<file path="src/rtl/serial_mod_reduce.sv">
// -----------------------------------------------------------------------------
// serial_mod_reduce
//
// Bit-serial modular reducer: R = P mod M, where P is a 2W-bit product and M
// is a W-bit modulus. It uses restoring shift-subtract reduction and folds in
// one product bit per cycle, MSB first. There is a valid/ready handshake on
// both the operand side and the result side.
//
// Ports
//   clock      : rising-edge clock
//   reset      : asynchronous, active-low reset
//   in_valid   : P/M valid (driven by the multiplier's out_valid)
//   in_ready   : block is idle and can accept an operand pair
//   P [2W-1:0] : product to reduce
//   M [W-1:0]  : modulus (unsigned; zero flags err)
//   R [W-1:0]  : P mod M, valid while out_valid
//   err        : the accepted modulus was zero (R is 0)
//   out_valid  : R/err valid; held until out_ready
//   out_ready  : downstream accepts the result
//
// Latency (accept edge to out_valid):
//   - 2W cycles for a full reduction.
//   - 1 cycle for the bypass cases.
//
// Optional build macro
//   SMR_FASTPATH_EN : when P < 2^W and P < M at accept, return P directly
//                     with 1-cycle latency. The result is identical; only
//                     latency changes. A zero modulus still takes priority.
// -----------------------------------------------------------------------------
module serial_mod_reduce #(
  parameter int W = 256
) (
  input  logic           clock,
  input  logic           reset,
  input  logic           in_valid,
  output logic           in_ready,
  input  logic [2*W-1:0] P,
  input  logic [W-1:0]   M,
  output logic [W-1:0]   R,
  output logic           err,
  output logic           out_valid,
  input  logic           out_ready
);

  localparam int IW = $clog2(2 * W);

  typedef enum logic [1:0] {
    S_IDLE,
    S_RUN,
    S_DONE
  } state_e;

  state_e         state_q, state_d;
  logic [2*W-1:0] p_q, p_d;
  logic [W-1:0]   m_q, m_d;
  // The remainder is conceptually W+1 bits wide. Because r < M always holds
  // between iterations, its top bit is always zero, so only W bits are stored.
  logic [W-1:0]   r_q, r_d;
  logic [IW-1:0]  i_q, i_d;
  logic           err_q, err_d;
  // The bypass flag marks a result that is already settled at accept
  // (zero modulus or fast path). RUN then spends one cycle without touching
  // r, which gives those paths their 1-cycle latency.
  logic           byp_q, byp_d;

  // Shifted partial remainder for the current iteration; t < 2M < 2^(W+1).
  logic [W:0]     t;

  // NOTE: every signal written here gets a default first, so no path leaves
  // it unassigned and no latch is inferred.
  always_comb begin
    state_d = state_q;
    p_d     = p_q;
    m_d     = m_q;
    r_d     = r_q;
    i_d     = i_q;
    err_d   = err_q;
    byp_d   = byp_q;
    t       = {r_q, p_q[i_q]};

    case (state_q)
      S_IDLE: begin
        if (in_valid) begin
          p_d     = P;
          m_d     = M;
          r_d     = '0;
          i_d     = IW'(2 * W - 1);
          err_d   = 1'b0;
          byp_d   = 1'b0;
          state_d = S_RUN;
          if (M == '0) begin
            err_d = 1'b1;
            byp_d = 1'b1;
          end
`ifdef SMR_FASTPATH_EN
          else if ((P[2*W-1:W] == '0) && (P[W-1:0] < M)) begin
            r_d   = P[W-1:0];
            byp_d = 1'b1;
          end
`endif
        end
      end

      S_RUN: begin
        if (byp_q) begin
          state_d = S_DONE;
        end else begin
          // Restoring step. Whichever branch is taken, the value is below M
          // and therefore fits in W bits.
          r_d = (t >= {1'b0, m_q}) ? W'(t - {1'b0, m_q}) : W'(t);
          if (i_q == '0) begin
            state_d = S_DONE;
          end else begin
            i_d = i_q - IW'(1);
          end
        end
      end

      S_DONE: begin
        if (out_ready) begin
          state_d = S_IDLE;
          err_d   = 1'b0;
        end
      end

      default: state_d = S_IDLE;
    endcase
  end

  // NOTE: sequential state uses non-blocking assignments only. Every flop
  // updates from the values it held before the edge, with no ordering races.
  always_ff @(posedge clock or negedge reset) begin
    if (!reset) begin
      state_q <= S_IDLE;
      p_q     <= '0;
      m_q     <= '0;
      r_q     <= '0;
      i_q     <= '0;
      err_q   <= 1'b0;
      byp_q   <= 1'b0;
    end else begin
      state_q <= state_d;
      p_q     <= p_d;
      m_q     <= m_d;
      r_q     <= r_d;
      i_q     <= i_d;
      err_q   <= err_d;
      byp_q   <= byp_d;
    end
  end

  // All outputs decode flops only; in_valid and out_ready never reach an
  // output combinationally.
  assign in_ready  = (state_q == S_IDLE);
  assign out_valid = (state_q == S_DONE);
  assign R         = r_q;
  assign err       = err_q;

endmodule

</file>
<file path="config.mk">
export PLATFORM = sky130hd
export DESIGN_NAME = serial_mod_reduce
export DESIGN_NICKNAME = d
export VERILOG_FILES = /design/src/rtl/serial_mod_reduce.sv
export SDC_FILE = /design/constraint.sdc
export NUM_CORES = 2
export LEC_CHECK = 0
export CAP_MARGIN = 40
export CORE_MARGIN = 5
export CORE_UTILIZATION = 40
export DETAILED_ROUTE_END_ITERATION = 16
export PLACE_DENSITY = 0.7
export REMOVE_ABC_BUFFERS = 1
export SKIP_CTS_REPAIR_TIMING = 1
export SYNTH_ARGS = -nofsm -noshare
export SYNTH_HDL_FRONTEND = slang
export SYNTH_SLANG_ARGS = --single-unit
</file>
<file path="constraint.sdc">
create_clock -name clock -period 13 [get_ports clock]
set_input_delay 3.9 -clock clock [delete_from_list [all_inputs] [get_ports clock]]
set_output_delay 3.9 -clock clock [all_outputs]
set_load 0.01 [all_outputs]
</file>
==> results_dict.tcl <==
set metrics [dict create \
    status "completed" \
    dr_total_vias 63790 \
    endpoint_kind "flop" \
    synth_ff_type "dfrtp_1" \
    synth_seq_cells 1037 \
    tns_ps 0 \
    synthAdderAreaFrac_pct 5.044 \
    die_w_um 410.4 \
    synth.distinct_cells 82 \
    io_buffers 1030 \
    nets 9694 \
    antenna_left 0 \
    cts-buffers-inserted 116 \
    final_cell_mix "2356 x nand2_1, 1033 x dfrtp_1, 1029 x clkdlybuf4s50_1" \
    dpl.hpwl_um 229100 \
    ios 1031 \
    required_ps 13570 \
    synth_xor_area_share_pct 3.386 \
    start_kind "flop" \
    yosysWarningCount 0 \
    dr_wl_met3_um 25970 \
    grt_pass1_wl_um 414000 \
    synth_area_leaders "dfrtp_1 40%, nand2_1 14%, mux4_2 6.0%" \
    relSlewSlack_pct 28.05 \
    worstPathMaxFanout 102 \
    netlist.area_leader.share_pct 40.46 \
    hold_viol 0 \
    placed_cells 10630 \
    wire_per_inst_um 26.30 \
    core-area_mm2 0.1600 \
    die_h_um 410.4 \
    synth-simple-area-share_pct 21.68 \
    yosysSeqAreaShare_pct 40.46 \
    async_reset_ff_share_pct 100.0 \
    arrival_ps 9990 \
    r2r_cells 23 \
    clock.fmax_mhz 106.2 \
    tightestPinTransition_ps 1079 \
    syn_avg_cell_area_um2 8.124 \
    grt_max_degree 224 \
    rr_endpoint "R[72]$_DFFE_PN0P_" \
    leakagePower_uw 0.03517 \
    drt-met1-wl_um 116900 \
    n_fill_cell 15300 \
    wl_met2_um 127200 \
    cpMaxStageDelayCell "dfrtp_4" \
    synthCells 7895 \
    crit_start "i_q[0]$_DFFE_PN0P_" \
    finalSetupViolCount 0 \
    start_util_pct 40.08 \
    critPathTopFamily "multiplexers" \
    final_common_cell "nand2_1" \
    postLayoutCoreUtil_pct 50.11 \
    cts.sinks 1037 \
    path_cells "buf_12 > mux4_2 > mux4_2 > mux4_2 > mux4_2 > mux2i_1 > ha_1 > nand2b_1 > a21oi_2 > o21ai_1 > a21oi_1 > o31ai_1 > a2111o_1 > a2111oi_4 > o211ai_2 > a21oi_1 > o41ai_4 > buf_4 > buf_4 > buf_4 > nor2_1 > a21oi_1 > o21ai_0" \
    r2r-start "i_q[0]$_DFFE_PN0P_" \
    hold_depth 2 \
    hold_path_class "reg -> reg" \
    postPlaceCellArea_mm2 0.07617 \
    die_area_mm2 0.1685 \
    synth_top_family_by_area "simple AND/OR/NAND/NOR gates" \
    drv_slew 0 \
    period_share_pct 72.44 \
    finalCriticalPeriod_ps 9418 \
    grt_usage_pct 32.69 \
    synth_edf_count 0 \
    syn_area_mm2 0.06414 \
    first_pass_iters 6 \
    drt_iter0_drc 7101 \
    clk_pin_slew_ps 60 \
    rsz0062_at_grt "false" \
    syn_to_final_growth_pct 25.00 \
    first_global_vias 61690 \
    clockRootBuffer "clkbuf_16" \
    worst-path-stages 23 \
    drive_above_1_share_pct 5.765 \
    fin_hold_ws_ps 469.7 \
    synth.area.mux_share_pct 6.234 \
    clockBufferDepth 3 \
    endpoint "R[72]$_DFFE_PN0P_" \
    synth_largest_area_cell "dfrtp_1" \
    antenna_found_initial 38 \
    finalNonFillerCells 10870 \
    ir_drop_v 0.0001920 \
    crit_top_cell "mux4_2" \
    worst-path-buf-inv 4 \
    gr-total-overflow 0 \
    cts_htree_levels 3 \
    gp_congestion 1.026 \
    wirelength_um 285900 \
    maxUsedRoutingLayer "met5" \
    vias_per_cell 5.869 \
    skew_ps 78.91 \
    fin_area_mm2 0.08018 \
    rrSetupSlack_ps 3580 \
    power_density_mw_per_mm2 305.4 \
    synth_compound_area_share_pct 18.33 \
    clk_latency_ps 790 \
    critPathKind "reg -> reg" \
    drc 0 \
    cap_violations 0 \
    max_stage_delay_ps 870 \
    tritoncts "done" \
    row_count 147 \
]
==> worst min-delay path, cell delays in order (launching register included) <==
cell,delay (ps)
dfrtp_1,340
nand2_1,50
nand2_1,50
==> Yosys cell counts, types with 37 or more instances <==
cell type and n:
inv_1 352, clkbuf_1 376, o21ai_0 756, dfrtp_1 1037, nand3_1 57, o21bai_1 97, o21a_1 47, xor2_1 103
o21ai_1 43, nor3_1 79, nor2_1 412, ha_1 257, mux4_2 170, nor4_1 98, nand4_1 171, buf_2 58
nand2_1 2357, a22o_1 37, xnor2_1 145, a21oi_1 650, a21o_1 100
==> registers in the layout, summed over array words and instances (netlist names) <==
register and flops:
R 256, byp_q 1, err 1, i_q 9, m_q 256, p_q 512, state_q 2
==> metal layers <==
| layer | global-route usage (%) | vias up |
|---|---|---|
| met3 | 7.310 | 565 |
| met1 | 43.68 | 31270 |
| met2 | 50.51 | 3120 |
| li1 | - | 28800 |
| met4 | 15.55 | 30 |
| met5 | 0 | - |
==> layout make-up <==
| class | instances | area, um^2 | area share (%) |
|---|---|---|---|
| flip-flops and latches | 1037 | 25960 | 32.38 |
| repair buffers | 1107 | 11150 | 13.90 |
| clock inverters | 63 | 708.2 | 0.8833 |
| inverters | 352 | 1321 | 1.648 |
| clock buffers | 151 | 3234 | 4.034 |
| well taps | 2086 | 2610 | 3.255 |
| diodes | 22 | 55.05 | 0.06866 |
| multi-input cells | 6050 | 35140 | 43.83 |
==> how the worst min path moves through the flow <==
stage | start | slack, ps | endpoint
after floorplan | p_q[102]$_DFFE_PN0P_ | 440 | p_q[102]$_DFFE_PN0P_
after global placement | p_q[445]$_DFFE_PN0P_ | 450 | p_q[445]$_DFFE_PN0P_
after detailed placement | p_q[299]$_DFFE_PN0P_ | 460 | p_q[299]$_DFFE_PN0P_
after CTS | p_q[299]$_DFFE_PN0P_ | 470 | p_q[299]$_DFFE_PN0P_
final | p_q[310]$_DFFE_PN0P_ | 470 | p_q[310]$_DFFE_PN0P_
after global routing | p_q[310]$_DFFE_PN0P_ | 480 | p_q[310]$_DFFE_PN0P_
==> report_power, final <==
group / internal (uW) / switching [uW] / leakage [uW]
combinational: 5880 / 9420 / 0.0204
clock: 1900 / 1510 / 0.00191
sequential: 4510 / 1280 / 0.0128
total: 12300 / 12200 / 0.0352
==> kinds of logic after synthesis <==
family / after synthesis
multiplexers: 187
flip-flops: 1037
AND/OR/NAND/NOR: 3341
adder cells (fa/ha/maj): 258
buffers and inverters: 808
AO/OA/AOI/OAI: 2016
XOR/XNOR: 248
==> per-stage QoR <==
stage / worst slack, ps / total power (uW)
after global placement: 3754 / 20510
after global routing: 2811 / 25970
after detailed placement: 3536 / 20700
final: 3582 / 24490
after floorplan: -42990 / 15990
after CTS: 3443 / 24180
Power figures use the tool's default switching activity.
